`src/rtl/mac_int_pkg.sv`:
```
// ---------------------------------------------------------------------------
// mac_int_pkg
// Shared definitions for the MAC issuer slice: operand and accumulator
// widths plus the issuer FSM state encoding.
// Contents:
//   DATA_W  - operand width (signed A/B)
//   ACC_W   - MAC result width (signed)
//   state_t - issuer FSM states IDLE/ISSUE/WAIT/HOLD
// ---------------------------------------------------------------------------
package mac_int_pkg;

  localparam int DATA_W = 16;
  localparam int ACC_W  = 32;

  typedef enum logic [1:0] {
    ST_IDLE  = 2'd0,
    ST_ISSUE = 2'd1,
    ST_WAIT  = 2'd2,
    ST_HOLD  = 2'd3
  } state_t;

endpackage

```
`src/rtl/mac_int_fifo.sv`:
```
// ---------------------------------------------------------------------------
// mac_int_fifo
// Small synchronous FIFO holding operand pairs waiting to be issued.
// Head data is presented combinationally from the read pointer.
// Ports:
//   clk     - clock, rising edge
//   reset   - asynchronous active-high reset (FIFO becomes empty)
//   i_push  - write request, ignored while full
//   i_data  - write data
//   i_pop   - read request, ignored while empty
//   o_data  - current head entry
//   o_full  - no free entry
//   o_empty - no stored entry
// Parameters: DEPTH (power of 2, >=2), WIDTH (entry width)
// ---------------------------------------------------------------------------
module mac_int_fifo
  import mac_int_pkg::*;
#(
  parameter int DEPTH = 4,
  parameter int WIDTH = 2 * DATA_W
) (
  input  logic             clk,
  input  logic             reset,
  input  logic             i_push,
  input  logic [WIDTH-1:0] i_data,
  input  logic             i_pop,
  output logic [WIDTH-1:0] o_data,
  output logic             o_full,
  output logic             o_empty
);

  localparam int AW = $clog2(DEPTH);

  logic [WIDTH-1:0] r_mem [DEPTH];
  logic [AW:0]      r_wrPtr;
  logic [AW:0]      r_rdPtr;
  logic             w_doPush;
  logic             w_doPop;

  // Pointers carry one extra wrap bit so full and empty can be told apart
  // when the index bits are equal.
  assign o_empty  = (r_wrPtr == r_rdPtr);
  assign o_full   = (r_wrPtr[AW] != r_rdPtr[AW]) &&
                    (r_wrPtr[AW-1:0] == r_rdPtr[AW-1:0]);
  assign w_doPush = i_push && !o_full;
  assign w_doPop  = i_pop && !o_empty;
  assign o_data   = r_mem[r_rdPtr[AW-1:0]];

  always_ff @(posedge clk or posedge reset) begin
    if (reset) begin
      r_wrPtr <= '0;
      r_rdPtr <= '0;
    end else begin
      if (w_doPush) r_wrPtr <= r_wrPtr + {{AW{1'b0}}, 1'b1};
      if (w_doPop)  r_rdPtr <= r_rdPtr + {{AW{1'b0}}, 1'b1};
    end
  end

  // Storage needs no reset: only entries between the pointers are ever read.
  always_ff @(posedge clk) begin
    if (w_doPush) r_mem[r_wrPtr[AW-1:0]] <= i_data;
  end

endmodule

```
`src/rtl/mac_int_issuer.sv`:
```
// ---------------------------------------------------------------------------
// mac_int_issuer
// Buffers signed operand pairs in a FIFO and issues them one at a time to an
// external multiply-accumulate unit, then holds each result until the
// downstream consumer takes it.
// Ports:
//   clk, reset            - clock (rising edge), async active-high reset
//   in_valid/in_ready     - operand pair handshake, in_a/in_b signed 16-bit
//   mac_valid             - one-cycle issue pulse, mac_a/mac_b held operands
//   mac_y/mac_done        - signed 32-bit result from the MAC and its strobe
//   res_valid/res_ready   - result handshake, res_data signed 32-bit
//   busy                  - FSM is not idle
//   timeout               - sticky flag: an operation was abandoned
// Parameters: FIFO_DEPTH, TIMEOUT_CYCLES
// Build option: define MAC_ISSUER_TIMEOUT_EN to abort a WAIT that lasts
// TIMEOUT_CYCLES cycles without mac_done; otherwise timeout is tied low.
// ---------------------------------------------------------------------------
module mac_int_issuer
  import mac_int_pkg::*;
#(
  parameter int FIFO_DEPTH     = 4,
  parameter int TIMEOUT_CYCLES = 16
) (
  input  logic              clk,
  input  logic              reset,
  input  logic              in_valid,
  output logic              in_ready,
  input  logic [DATA_W-1:0] in_a,
  input  logic [DATA_W-1:0] in_b,
  output logic              mac_valid,
  output logic [DATA_W-1:0] mac_a,
  output logic [DATA_W-1:0] mac_b,
  input  logic [ACC_W-1:0]  mac_y,
  input  logic              mac_done,
  output logic              res_valid,
  input  logic              res_ready,
  output logic [ACC_W-1:0]  res_data,
  output logic              busy,
  output logic              timeout
);

  state_t              r_state;
  logic                r_macValid;
  logic [DATA_W-1:0]   r_macA;
  logic [DATA_W-1:0]   r_macB;
  logic                r_resValid;
  logic [ACC_W-1:0]    r_resData;
  logic                w_full;
  logic                w_empty;
  logic                w_push;
  logic                w_pop;
  logic [2*DATA_W-1:0] w_head;

`ifdef MAC_ISSUER_TIMEOUT_EN
  localparam int TMO_W = $clog2(TIMEOUT_CYCLES + 1);
  logic [TMO_W-1:0] r_waitCnt;
  logic             r_timeout;
  assign timeout = r_timeout;
`else
  logic w_unusedTimeoutCfg;
  assign w_unusedTimeoutCfg = ^TIMEOUT_CYCLES;
  assign timeout = 1'b0;
`endif

  // The FSM only enters ISSUE with a non-empty FIFO and nothing else pops,
  // so popping unconditionally in ISSUE always removes the issued pair.
  assign w_push    = in_valid && !w_full;
  assign w_pop     = (r_state == ST_ISSUE);
  assign in_ready  = !w_full;
  assign mac_valid = r_macValid;
  assign mac_a     = r_macA;
  assign mac_b     = r_macB;
  assign res_valid = r_resValid;
  assign res_data  = r_resData;
  assign busy      = (r_state != ST_IDLE);

  mac_int_fifo #(
    .DEPTH (FIFO_DEPTH),
    .WIDTH (2 * DATA_W)
  ) u_fifo (
    .clk     (clk),
    .reset   (reset),
    .i_push  (w_push),
    .i_data  ({in_a, in_b}),
    .i_pop   (w_pop),
    .o_data  (w_head),
    .o_full  (w_full),
    .o_empty (w_empty)
  );

  // Issuer FSM with registered outputs. The issue pulse and operands are
  // loaded on the edge that leaves ISSUE, so mac_valid is visible during the
  // first WAIT cycle and the operands stay put until the next issue.
  always_ff @(posedge clk or posedge reset) begin
    if (reset) begin
      r_state    <= ST_IDLE;
      r_macValid <= 1'b0;
      r_macA     <= '0;
      r_macB     <= '0;
      r_resValid <= 1'b0;
      r_resData  <= '0;
`ifdef MAC_ISSUER_TIMEOUT_EN
      r_waitCnt  <= '0;
      r_timeout  <= 1'b0;
`endif
    end else begin
      r_macValid <= 1'b0;
      case (r_state)
        ST_IDLE: begin
          if (!w_empty) r_state <= ST_ISSUE;
        end
        ST_ISSUE: begin
          r_macValid <= 1'b1;
          r_macA     <= w_head[2*DATA_W-1:DATA_W];
          r_macB     <= w_head[DATA_W-1:0];
          r_state    <= ST_WAIT;
`ifdef MAC_ISSUER_TIMEOUT_EN
          r_waitCnt  <= '0;
`endif
        end
        ST_WAIT: begin
          if (mac_done) begin
            r_resData  <= mac_y;
            r_resValid <= 1'b1;
            r_state    <= ST_HOLD;
          end
`ifdef MAC_ISSUER_TIMEOUT_EN
          // The counter shows how many WAIT cycles have already elapsed, so
          // the last permitted cycle is the one where it reads TIMEOUT_CYCLES-1.
          else if (r_waitCnt == TMO_W'(TIMEOUT_CYCLES - 1)) begin
            r_timeout <= 1'b1;
            r_state   <= ST_IDLE;
          end else begin
            r_waitCnt <= r_waitCnt + {{(TMO_W-1){1'b0}}, 1'b1};
          end
`endif
        end
        ST_HOLD: begin
          if (res_ready) begin
            r_resValid <= 1'b0;
            r_state    <= w_empty ? ST_IDLE : ST_ISSUE;
          end
        end
        default: r_state <= ST_IDLE;
      endcase
    end
  end

endmodule

```
`config.mk`:
```
export PLATFORM = sky130hd
export DESIGN_NAME = mac_int_issuer
export DESIGN_NICKNAME = d
export VERILOG_FILES = /design/src/rtl/mac_int_pkg.sv /design/src/rtl/mac_int_fifo.sv /design/src/rtl/mac_int_issuer.sv
export SDC_FILE = /design/constraint.sdc
export NUM_CORES = 1
export LEC_CHECK = 0
export ABC_AREA = 1
export CAP_MARGIN = 0
export CORE_ASPECT_RATIO = 0.6
export CORE_MARGIN = 8
export CORE_UTILIZATION = 56
export CTS_CLUSTER_SIZE = 12
export DETAILED_ROUTE_END_ITERATION = 6
export HOLD_SLACK_MARGIN = 0.08
export PLACE_DENSITY = 0.88
export SYNTH_ARGS = -nofsm -noshare
export SYNTH_HDL_FRONTEND = slang
export SYNTH_SLANG_ARGS = --single-unit
```
`constraint.sdc`:
```
create_clock -name clk -period 8.5 [get_ports clk]
set_clock_uncertainty 0.1 [all_clocks]
set_input_delay 1.275 -clock clk [delete_from_list [all_inputs] [get_ports clk]]
set_output_delay 1.275 -clock clk [all_outputs]
set_load 0.01 [all_outputs]
```
Word level (Yosys, flattened, before mapping)

Memory sizes are Yosys's and may differ from the RTL's. A register that Yosys moved wholly into a read port is not among the register bits.
Cells that the tools add are included.

Memories: 1
Word-level logic and storage cells: 41
RAM bits: 128
Input bits: 69
Flip-flop bits (word level): 42

Equality and inequality tests: 9
Reduce and logical (&&, ||, !) cells: 12
Mux-type cells: 11
$add $sub $neg: 2

Memories:

| name         | words | width | rd ports | clocked after Yosys merged registers in | wr ports | RTL line           | RTL |
|---|---|---|---|---|---|---|---|
| u_fifo.r_mem | 4     | 32    | 1        | 1                                       | 1        | mac_int_fifo.sv:34 | `logic [WIDTH-1:0] r_mem [DEPTH];` |

Operators by type and width:

| operator            | number |
|---|---|
| $pmux 2 s4          | 1 |
| $add 3x1->3 const B | 2 |
| $mux 1              | 6 |
| $mux 2              | 3 |
| $ne 2x2->1 const B  | 3 |
| $reduce_and 3->1    | 2 |
| $eq 2x2->1 const B  | 2 |
| $logic_and 1x1->1   | 4 |
| $reduce_bool 2->1   | 2 |
| $eq 3x3->1          | 1 |
| $eq 2x1->1 const B  | 1 |
| $eq 2x2->1          | 1 |
| $logic_not 1->1     | 2 |
| $logic_not 2->1     | 1 |
| $pmux 1 s2          | 1 |
| $reduce_and 2->1    | 1 |
| $ne 1x1->1          | 1 |

Logic depth before layout (Yosys ltp)

Gate-level depths: netlist of run 1.

Word-level depth: 7
Mapped depth: 9
Depth with buffers taken out: 8

Modules after synthesis

From an unflattened synthesis of run 1, not the netlist that was laid out.

Cells, all modules: 618
Area total of the unflattened synthesis: 8031.5 µm²

By module, submodules not included:

| module         | area an instance (µm²) | sequential area each (µm²) | times used | cells an instance |
|---|---|---|---|---|
| mac_int_fifo   | 5173.7                 | 3993.8                     | 1          | 371 |
| mac_int_issuer | 2857.7                 | 1701.6                     | 1          | 247 |

Least setup slack after synthesis of run 1

Ideal clock, no wire load.

Kind: input port to flip-flop
From: input in_valid
To: memory u_fifo.r_mem[0][0] (netlist bit), enable pin
Buffers on the path: 0
Data required time: 7979 ps
Slack: 5245 ps
Arrival: 2734 ps
Stages on the path: 2
Library setup time: 421 ps
Path through: nand2_2 -> nor2_1

Longest elaborated chain between the ends: 4

Ends and longest elaborated chain:

| what                         | RTL line             | RTL |
|---|---|---|
| start: declaration           | mac_int_issuer.sv:26 | `input logic in_valid,` |
| $logic_and 1x1->1            | mac_int_issuer.sv:67 | `assign w_push = in_valid && !w_full;` |
| $logic_and 1x1->1            | mac_int_fifo.sv:45   | `assign w_doPush = i_push && !o_full;` |
| $mux 1                       | mac_int_fifo.sv:61   | `if (w_doPush) r_mem[r_wrPtr[AW-1:0]] <= i_data;` |
| $mux 1 (not written as such) | mac_int_fifo.sv:61   |  |
| end: declaration             | mac_int_fifo.sv:34   |  |

Every way passes these cells.

Worst setup path after layout of run 1

From: register u_fifo.r_rdPtr[0]
To: output in_ready

Longest elaborated chain between the ends: 3

Ends and longest elaborated chain:

| what                     | RTL line             | RTL |
|---|---|---|
| start: declaration       | mac_int_fifo.sv:36   | `logic [AW:0] r_rdPtr;` |
| start signal: assignment | mac_int_fifo.sv:55   | `if (w_doPop) r_rdPtr <= r_rdPtr + {{AW{1'b0}}, 1'b1};` |
| $eq 2x2->1               | mac_int_fifo.sv:44   | `(r_wrPtr[AW-1:0] == r_rdPtr[AW-1:0]);` |
| $logic_and 1x1->1        | mac_int_fifo.sv:43   | `assign o_full = (r_wrPtr[AW] != r_rdPtr[AW]) &&` |
| $logic_not 1->1          | mac_int_issuer.sv:69 | `assign in_ready = !w_full;` |
| end: declaration         | mac_int_issuer.sv:27 | `output logic in_ready,` |

Every way passes these cells.

==> results of run 1 <==
-- kinds of logic after synthesis --
| family | share of synthesized area [%] |
|---|---|
| adders and majority gates | 1.597 |
| muxes | 4.601 |
| xor gates and xnor gates | 0.3355 |
| buffers and inverters | 3.386 |
| other | 0.04788 |
| AOI/OAI and AO/OA | 7.061 |
| DFF | 72.72 |
| and+or+nand+nor | 10.26 |
-- per-stage QoR --
stage / utilization, % / total power [mW] / instance area, µm² / worst slack (ps)
after global placement: 67.95 / 2.815 / 9286 / 4451
final: 72.45 / 3.720 / 9902 / 3734
after detailed placement: 67.95 / 2.893 / 9286 / 4344
after floorplan: - / 2.326 / 7833 / 5243
after CTS: 72.25 / 3.725 / 9874 / 3771
after global routing: 72.45 / 3.921 / 9902 / 3536
-- state kept, by name, indices dropped and copies added (netlist names) --
name            count
res_valid           1
res_data           32
u_fifo.r_wrPtr      3
mac_b              16
u_fifo.r_rdPtr      3
mac_a              16
mac_valid           1
r_state             2
u_fifo.r_mem      128
-- synthesized netlist by cell type, drive strengths merged --
| master | number | share of area [%] |
|---|---|---|
| mux2 | 32 | 4.6 |
| conb | 1 | 0.048 |
| nand2 | 26 | 1.4 |
| nand3 | 5 | 0.38 |
| a21oi | 1 | 0.064 |
| o21bai | 1 | 0.096 |
| buf | 19 | 1.9 |
| xor2 | 2 | 0.22 |
| clkbuf | 13 | 0.64 |
| xnor2 | 1 | 0.11 |
| nand4 | 2 | 0.35 |
| edfxtp | 128 | 49 |
| inv | 17 | 0.85 |
| nor2 | 168 | 8.1 |
| a31oi | 32 | 2.6 |
| dfrtp | 74 | 24 |
| o21ai | 68 | 4.3 |
| ha | 10 | 1.6 |
-- where the power goes --
group / switching (mW) / internal (mW) / total, mW / leakage [nW]
logic: 0.724 / 0.602 / 1.33 / 1.38
clock network: 0.348 / 0.467 / 0.814 / 0.281
registers: 0.207 / 1.37 / 1.58 / 2.02
total: 1.28 / 2.44 / 3.72 / 3.68
-- final timing paths --
path                                       end              start  cells after the start
max                                   in_ready  u_fifo.r_rdPtr[0]                      5
min                                res_data[1]        res_data[1]                      1
max reg2reg                u_fifo.r_mem[1][13]  u_fifo.r_rdPtr[0]                      6
min reg2reg                        res_data[1]        res_data[1]                      1
max in group asynchronous    u_fifo.r_rdPtr[1]              reset                      3
min in group asynchronous         res_data[28]              reset                      3
-- layer usage --
metal  wire (µm)  global-route usage [%]  vias to the layer above
li1            -                       -                     2349
met1        7603                   25.51                     2526
met2        8824                   32.78                      227
met3        1366                   4.394                       39
met4         438                   6.468                        0
met5           0                       0                        -
-- layout make-up --
class	count	area [µm²]
Clock buffer	35	588.1
Fill cell	852	3765
Inverter	17	67.56
Multi-Input combinational cell	349	1904
Sequential cell	202	5698
Tap cell	192	240.2
Timing Repair Buffer	139	1404
==> metrics.md, run 1 <==
| Metric | Value |
|---|---|
| CP Data Arrival Time | 3390 ps |
| Crit-path cells | inv_2 -> nand2_2 -> nand2_2 -> nand4_4 -> clkdlybuf4s50_1 |
| Final WL | 18230 µm |
| Sequential cell area fraction in the yosys report | 72.72% |
| CP peak stage delay | 1110 ps |
| Final worst path period need | 4766 ps |
| Post-CTS sizing | 0 |
| Outcome | complete, no violations |
| Slew margin rel. | 24.00% |
| GRT Total Usage | 19.69% |
| Synth warn | 0 |
| Vias/cell | 5.504 |
| Antenna fix cells | 0 |
| Final Non-Filler Cells | 934 |
| Worst slew pin tran | 1140 ps |
| Htree depth | 1 |
| Area grow syn2layout | 26.42% |
| Leading cell type in the layout, fill and taps excluded | nor2_1 |
| Commonest non-fill, non-tap cells in the layout | nor2_1 (162), clkdlybuf4s50_1 (136), edfxtp_1 (128) |
| Reg clk slew, reported paths | 60 ps |
| GRT Residual Overflow | 0 |
| Worst Setup Start Kind | register |
| DP HPWL | 11410 µm |
| Slew Viols, Final | 0 |
| Cts bufs inserted | 20 |
| Die Y | 107.6 µm |
| Most common cell on crit path | nand2_2 |
| Core box area | 0.01367 mm² |
| Synthesized Nets | 679 |
| Die ar. | 0.01815 mm² |
| Clk sinks | 202 |
| Final hold viol count | 0 |
| Max Freq | 209.8 MHz |
| Critical path fanouts, max | 67 |
| Number of distinct library cells after synthesis | 29 |
| Gpl congestion | 0.8044 |
| Clk root buf | clkbuf_16 |
| HP Class | register to register |
| Leakage | 3.683 nW |
| Core Rows | 33 |
| Iter 0 DRT Violations | 452 |
| Worst Path Class, Setup | register to output pin |
| Hold WS | 403.5 ps |
| CTS tree | done |
| TritonRoute pass-1 iters | 5 |
| RSZ-0062 raised after global routing | false |
| Syn Inst Count | 600 |
| Flop2flop setup slack | 4580 ps |
| Clk_lat worst skew | 490 ps |
| CP Capture Type | output pin |
| Remaining DRCs | 0 |
| Max-cap violations | 0 |
| Setup bufs post-CTS | 0 |
| Syn_area_per_cell | 13.05 µm² |
| DR WL/cell | 19.52 µm |
| Die X | 168.7 µm |
| Pwr dens | 375.7 mW/mm² |
| Layout net count | 808 |
| Worst EP required | 7120 ps |
| Initial antenna violation count | 0 |
| Period utilization | 56.07% |
| Antenna-violating nets left | 0 |
| Synthesized flop and latch total | 202 |
| Port bufs | 136 |
| Peak VDD IR | 0.0001926 V |
| IO Pins | 138 |
| Layout cell share with drive strength beyond 1 | 10.24% |
| Final setup violation count | 0 |
| Initial core utilization | 57.31% |
| CTS Buffer Depth | 3 |
| CP max stage cell | dfrtp_2 |
| Largest net degree at the start of global routing | 75 |
| Synth Cell Area | 0.007833 mm² |
| WP buf/inv | 2 |
| Placed Cells incl. Taps | 898 |
| Vias in the first global route | 5352 |
| Routed vias | 5141 |
| First-pass GRT wire length | 28390 µm |
| Largest delay contributor family on the critical path | buffers and inverters |
| Setup TNS | 0 ps |
| CTS Hold Bufs | 0 |
Note: power is estimated with default switching activity, not from simulation.
==> run 2, diff against run 1 <==
--- a/config.mk
+++ b/config.mk
@@ -9,11 +9,11 @@
 export CAP_MARGIN = 0
 export CORE_ASPECT_RATIO = 0.6
 export CORE_MARGIN = 8
-export CORE_UTILIZATION = 56
+export CORE_UTILIZATION = 47
 export CTS_CLUSTER_SIZE = 12
 export DETAILED_ROUTE_END_ITERATION = 6
 export HOLD_SLACK_MARGIN = 0.08
-export PLACE_DENSITY = 0.88
+export PLACE_DENSITY = 0.79
 export SYNTH_ARGS = -nofsm -noshare
 export SYNTH_HDL_FRONTEND = slang
 export SYNTH_SLANG_ARGS = --single-unit
==> constraint.sdc (replaced) <==
create_clock -name clk -period 4.1 [get_ports clk]
set_clock_uncertainty 0.1 [all_clocks]
set_input_delay 0.615 -clock clk [delete_from_list [all_inputs] [get_ports clk]]
set_output_delay 0.615 -clock clk [all_outputs]
set_load 0.01 [all_outputs]
==> run 2 against run 1 <==
Against the previous run: sequential share of layout area fell by 0.29 points; wire length fell by 4.9%; highest routed layer unchanged; global-route usage fell by 3.4 points; hold slack got worse by 3.5 ps; total power rose by 110%; worst setup slack got worse by 3000 ps; register-to-register slack got worse by 3700 ps; core utilization fell by 11 points; design area rose by 0.51%; die area rose by 17%; largest cell class unchanged.
==> metrics.md, run 2 (synthesis results as in run 1) <==
| Metric | Value |
|---|---|
| Outcome | complete, no violations (unchanged) |
| CP Capture Type | output pin (unchanged) |
| Peak VDD IR | 0.0003953 V (was 0.0001926 V) |
| Reg clk slew, reported paths | 60 ps (about the same) |
| Final hold viol count | 0 (unchanged) |
| Post-Place Setup Slack | 920.7 ps (was 4344 ps) |
| Filler instances | 1231 (was 852) |
| GRT Total Usage | 16.29% (was 19.69%) |
| CP max stage cell | dfrtp_2 (unchanged) |
| Largest net degree at the start of global routing | 66 (was 75) |
| Dpl cell area | 0.009361 mm² (was 0.009286 mm²) |
| Die X | 182.7 µm (was 168.7 µm) |
| Clk_lat worst skew | 480 ps (was 490 ps) |
| Htree depth | 1 (unchanged) |
| CP Data Arrival Time | 2680 ps (was 3390 ps) |
| Critical path fanouts, max | 35 (was 67) |
| Cts bufs inserted | 21 (was 20) |
| RSZ-0062 raised after global routing | false (unchanged) |
| Comb power frac | 36.4% (was 35.7%) |
| Period utilization | 82.89% |
| Setup TNS | 0 ps (unchanged) |
| Core box area | 0.01626 mm² (was 0.01367 mm²) |
| Worst Setup Start Kind | register (unchanged) |
| Net Switching | 2.586 mW (was 1.279 mW) |
| Worst Path Class, Setup | register to output pin (unchanged) |
| Pwr dens | 768.3 mW/mm² (was 375.7 mW/mm²) |
| Iter 0 DRT Violations | 302 (was 452) |
| Vias in the first global route | 5354 (was 5352) |
| First-pass GRT wire length | 27880 µm (was 28390 µm) |
| Initial core utilization | 48.17% (was 57.31%) |
| Reg power frac | 41.7% (was 42.4%) |
| Final setup margin | 701.4 ps (was 3734 ps) |
| Design area | 0.009952 mm² (was 0.009902 mm²) |
| Area grow syn2layout | 27.06% (was 26.42%) |
| TritonRoute pass-1 iters | 5 (unchanged) |
| Max FFs per register | 128 (unchanged) |
| Slew margin rel. | 26.81% (was 24.00%) |
| Met2 WL | 8360 µm (was 8824 µm) |
| Clk pwr share | 22.0% (was 21.9%) |
| CTS tree | done (unchanged) |
| Antenna-violating nets left | 0 (unchanged) |
| Total power | 7.646 mW (was 3.720 mW) |
| Hold WS | 400.0 ps (was 403.5 ps) |
| Max-cap violations | 0 (unchanged) |
| GRT Residual Overflow | 0 (unchanged) |
| Layout cell share with drive strength beyond 1 | 10.58% (was 10.24%) |
| CP peak stage delay | 870 ps (was 1110 ps) |
| Top Layer Used | met4 (unchanged) |
| Gpl congestion | 0.8073 (was 0.8044) |
| DR WL/cell | 17.79 µm (was 19.52 µm) |
| Largest delay contributor family on the critical path | buffers and inverters (unchanged) |
| Antenna fix cells | 0 (unchanged) |
| Switch share | 33.81% (was 34.38%) |
| HP Class | register to register (unchanged) |
| Setup bufs post-CTS | 0 (unchanged) |
| Slew Viols, Final | 0 (unchanged) |
| Layout net count | 812 (was 808) |
| Worst slew pin tran | 1095 ps (was 1140 ps) |
| Leading cell type in the layout, fill and taps excluded | nor2_1 (unchanged) |
| Final WL | 17350 µm (was 18230 µm) |
| Routed met3 length | 1078 µm (was 1366 µm) |
| Port bufs | 136 (unchanged) |
| Final setup violation count | 0 (unchanged) |
| Die ar. | 0.02119 mm² (was 0.01815 mm²) |
| DP HPWL | 11510 µm (was 11410 µm) |
| Clk root buf | clkbuf_16 (unchanged) |
| Core Rows | 36 (was 33) |
| Leakage | 3.687 nW (was 3.683 nW) |
| Worst EP required | 3380 ps (was 7120 ps) |
| Routed vias | 5020 (was 5141) |
| CTS Hold Bufs | 0 (unchanged) |
| Crit-path cells | inv_4 -> nand2_1 -> nand2_2 -> nand4_4 -> clkdlybuf4s50_1 (was inv_2 -> nand2_2 -> nand2_2 -> nand4_4 -> clkdlybuf4s50_1) |
| Met1 wire length | 7710 µm (was 7603 µm) |
| Clk sinks | 202 (unchanged) |
| CTS Buffer Depth | 3 (unchanged) |
| Vias/cell | 5.149 (was 5.504) |
| Post-CTS sizing | 0 (unchanged) |
| Commonest non-fill, non-tap cells in the layout | nor2_1 (162), clkdlybuf4s50_1 (136), edfxtp_1 (128) (unchanged) |
| WP buf/inv | 2 (unchanged) |
| Remaining DRCs | 0 (unchanged) |
| Die Y | 116.0 µm (was 107.6 µm) |
| Max Freq | 294.2 MHz |
| Initial antenna violation count | 0 (unchanged) |
| Final worst path period need | 3399 ps |
| Internal power | 5.061 mW (was 2.441 mW) |
| IO Pins | 138 (unchanged) |
-- run 2: cell count changes in the layout (fill, tap and decap cells not counted) --
| cell | delta |
|---|---|
| clkbuf_8 | -1 |
| buf_16 | -1 |
| buf_4 | +4 |
| inv_6 | +1 |
| clkbuf_1 | +2 |
-- run 2: per-stage QoR --
stage / util (%) / std cells
after CTS: 61.20 / 975
after global routing: 61.20 / 975
after global placement: 57.57 / 938
final: 61.20 / 975
after floorplan: - / 600
after detailed placement: 57.57 / 938
-- run 2: cell type report --
type / instances / area [µm²] / area share [%]
clock buffer: 36 / 581.8 / 5.846
clock inverter: 1 / 8.758 / 0.08801
inverter: 17 / 67.56 / 0.6789
multi-input combinational: 349 / 1904 / 19.14
sequential: 202 / 5698 / 57.25
tap: 228 / 285.3 / 2.866
timing repair buffer: 142 / 1406 / 14.13
-- run 2: power groups by stage --
stage,logic [mW],clock network (mW),registers (mW)
finish,2.78,1.68,3.18
global route,3.08,1.78,3.26
CTS,2.82,1.71,3.19
detailed placement,2.79,0,3.22
global placement,2.70,0,3.18
floorplan,1.55,0,3.27
-- run 2: routing by layer --
layer	vias up	global-route usage, %
met5	-	0
met4	0	3.480
met3	23	3.851
met2	145	27.12
met1	2502	21.63
li1	2350	-
-- run 2: final timing paths --
path	endpoint	slack [ps]	cells after the start	start
hold / removal	res_data[25]	400	1	res_data[25]
hold reg to reg	res_data[25]	400	1	res_data[25]
max in group asynchronous	u_fifo.r_rdPtr[0]	2660	3	reset
setup reg to reg	u_fifo.r_mem[3][11]	870	6	u_fifo.r_rdPtr[1]
min in group asynchronous	res_data[26]	410	2	reset
setup / recovery	in_ready	700	5	u_fifo.r_rdPtr[1]
==> run 3, diff against run 2 <==
--- a/config.mk
+++ b/config.mk
@@ -9,11 +9,11 @@
 export CAP_MARGIN = 0
 export CORE_ASPECT_RATIO = 0.6
 export CORE_MARGIN = 8
-export CORE_UTILIZATION = 47
+export CORE_UTILIZATION = 52
 export CTS_CLUSTER_SIZE = 12
 export DETAILED_ROUTE_END_ITERATION = 6
 export HOLD_SLACK_MARGIN = 0.08
-export PLACE_DENSITY = 0.79
+export PLACE_DENSITY = 0.83
 export SYNTH_ARGS = -nofsm -noshare
 export SYNTH_HDL_FRONTEND = slang
 export SYNTH_SLANG_ARGS = --single-unit
==> constraint.sdc (replaced) <==
create_clock -name clk -period 3.3 [get_ports clk]
set_clock_uncertainty 0.1 [all_clocks]
set_input_delay 0.495 -clock clk [delete_from_list [all_inputs] [get_ports clk]]
set_output_delay 0.495 -clock clk [all_outputs]
set_load 0.01 [all_outputs]
==> run 3 against run 2 <==
Against the previous run: clock-buffer cell count unchanged; via count increased by 2.0%; clock power increased by 23%; total power up 25%.
==> metrics.md, run 3 (synthesis results as in run 1) <==
| Metric | Value |
|---|---|
| Clk root buf | clkbuf_16 (unchanged) |
| Routed vias | 5118 (was 5020) |
| Die ar. | 0.01937 mm² (was 0.02119 mm²) |
| Clk sinks | 202 (unchanged) |
| Initial antenna violation count | 0 (unchanged) |
| Final hold viol count | 0 (unchanged) |
| Port bufs | 136 (unchanged) |
| Hold WS | 267.9 ps (was 400.0 ps) |
| Max FFs per register | 128 (unchanged) |
| Max-cap violations | 0 (unchanged) |
| Largest delay contributor family on the critical path | buffers and inverters (unchanged) |
| Largest net degree at the start of global routing | 66 (unchanged) |
| DP HPWL | 11800 µm (was 11510 µm) |
| Leakage | 3.709 nW (was 3.687 nW) |
| Total power | 9.532 mW (was 7.646 mW) |
| Gpl congestion | 0.7878 (was 0.8073) |
| Post-CTS sizing | 0 (unchanged) |
| Worst Path Class, Setup | register to output pin (unchanged) |
| CP max stage cell | clkdlybuf4s50_1 (was dfrtp_2) |
| Worst slew pin tran | 653.2 ps (was 1095 ps) |
| Final setup violation count | 0 (unchanged) |
| Core box area | 0.01459 mm² (was 0.01626 mm²) |
| Clk_lat worst skew | 480 ps (about the same) |
| HP Class | primary input to asynchronous set/reset pin (was register to register) |
| Period utilization | 83.48% |
| Slew Viols, Final | 0 (unchanged) |
| Worst EP required | 2700 ps (was 3380 ps) |
| Setup bufs post-CTS | 0 (unchanged) |
| WP buf/inv | 2 (unchanged) |
| Layout net count | 816 (was 812) |
| Die Y | 111.1 µm (was 116.0 µm) |
| DR WL/cell | 18.80 µm (was 17.79 µm) |
| Worst Setup Start Kind | register (unchanged) |
| CTS Hold Bufs | 0 (unchanged) |
| Layout cell share with drive strength beyond 1 | 11.05% (was 10.58%) |
| Reg clk slew, reported paths | 60 ps (about the same) |
| Vias/cell | 5.393 (was 5.149) |
| CP Data Arrival Time | 2160 ps (was 2680 ps) |
| Htree depth | 1 (unchanged) |
| Die X | 174.4 µm (was 182.7 µm) |
| IO Pins | 138 (unchanged) |
| Remaining DRCs | 0 (unchanged) |
| Pwr dens | 958.7 mW/mm² (was 768.3 mW/mm²) |
| Fin util | 68.14% (was 61.20%) |
| Antenna fix cells | 0 (unchanged) |
| Final worst path period need | 2755 ps |
| Core Rows | 34 (was 36) |
| CP peak stage delay | 500 ps (was 870 ps) |
| Cts bufs inserted | 20 (was 21) |
| Crit-path cells | buf_4 -> nand2_1 -> nand2_2 -> nand4_4 -> clkdlybuf4s50_1 (was inv_4 -> nand2_1 -> nand2_2 -> nand4_4 -> clkdlybuf4s50_1) |
| CTS Buffer Depth | 3 (unchanged) |
| Slew margin rel. | 56.45% (was 26.81%) |
| CP Capture Type | output pin (unchanged) |
| Leading cell type in the layout, fill and taps excluded | nor2_1 (unchanged) |
| TritonRoute pass-1 iters | 5 (unchanged) |
| Final WL | 17840 µm (was 17350 µm) |
| Vias in the first global route | 5256 (was 5354) |
| Max Freq | 363.0 MHz |
| Iter 0 DRT Violations | 415 (was 302) |
| First-pass GRT wire length | 28250 µm (was 27880 µm) |
| Initial core utilization | 53.68% (was 48.17%) |
| Outcome | complete, no violations (unchanged) |
| Antenna-violating nets left | 0 (unchanged) |
| Peak VDD IR | 0.0004312 V (was 0.0003953 V) |
| Setup TNS | 0 ps (unchanged) |
| CTS tree | done (unchanged) |
| Commonest non-fill, non-tap cells in the layout | nor2_1 (162), clkdlybuf4s50_1 (136), edfxtp_1 (128) (unchanged) |
| RSZ-0062 raised after global routing | false (unchanged) |
| Critical path fanouts, max | 34 (was 35) |
| GRT Residual Overflow | 0 (unchanged) |
| GRT Total Usage | 18.02% (was 16.29%) |
| Area grow syn2layout | 26.95% (was 27.06%) |
[run 3: cell count changes in the layout (fill, tap and decap cells not counted), sizes merged]
cell  delta
buf      +5
inv      -1
[run 3: worst register-to-register path, delay by kind of cell, from the launching register on]
family | cells | cell delay (ps)
buf+inv | 2 | 700
flops | 1 | 430
simple gates | 5 | 720
[run 3: worst paths after layout]
check,from,endpoint,slack [ps],cells past startpoint
worst max-delay path,u_fifo.r_rdPtr[1],in_ready,550,5
worst min-delay path,reset,mac_b[10],270,2
worst max register to register,u_fifo.r_rdPtr[1],u_fifo.r_mem[1][15],980,7
worst min register to register,res_data[25],res_data[25],410,1
max in group asynchronous,reset,res_data[15],2060,3
min in group clk,res_data[25],res_data[25],410,1
[run 3: through the flow]
stage                     worst slack (ps)  instances  instance area (µm²)
after floorplan                      508.7        600                 7833
after global placement                1097        913                 9361
after detailed placement              1012        913                 9361
after CTS                            530.5        949                 9943
after global routing                 438.1        949                 9943
final                                545.1        949                 9943
[run 3: where the power goes]
group,internal (mW),switching [mW]
combinational,1.58,2.01
sequential,3.53,0.350
clock,1.19,0.873
[run 3: routing by layer]
layer | global-route usage, % | up-vias | part of all wire [%]
li1 | - | 2364 | -
met1 | 23.98 | 2529 | 43
met2 | 29.51 | 197 | 47
met3 | 4.286 | 28 | 7.8
met4 | 4.311 | 0 | 1.8
met5 | 0 | - | 0
[run 3: layout make-up]
cell class / instances / area [µm²]
Tap cell: 198 / 247.7
Inverter: 17 / 67.56
Clock buffer: 36 / 581.8
Timing Repair Buffer: 147 / 1444
Multi-Input combinational cell: 349 / 1904
Fill cell: 1009 / 4648
Sequential cell: 202 / 5698
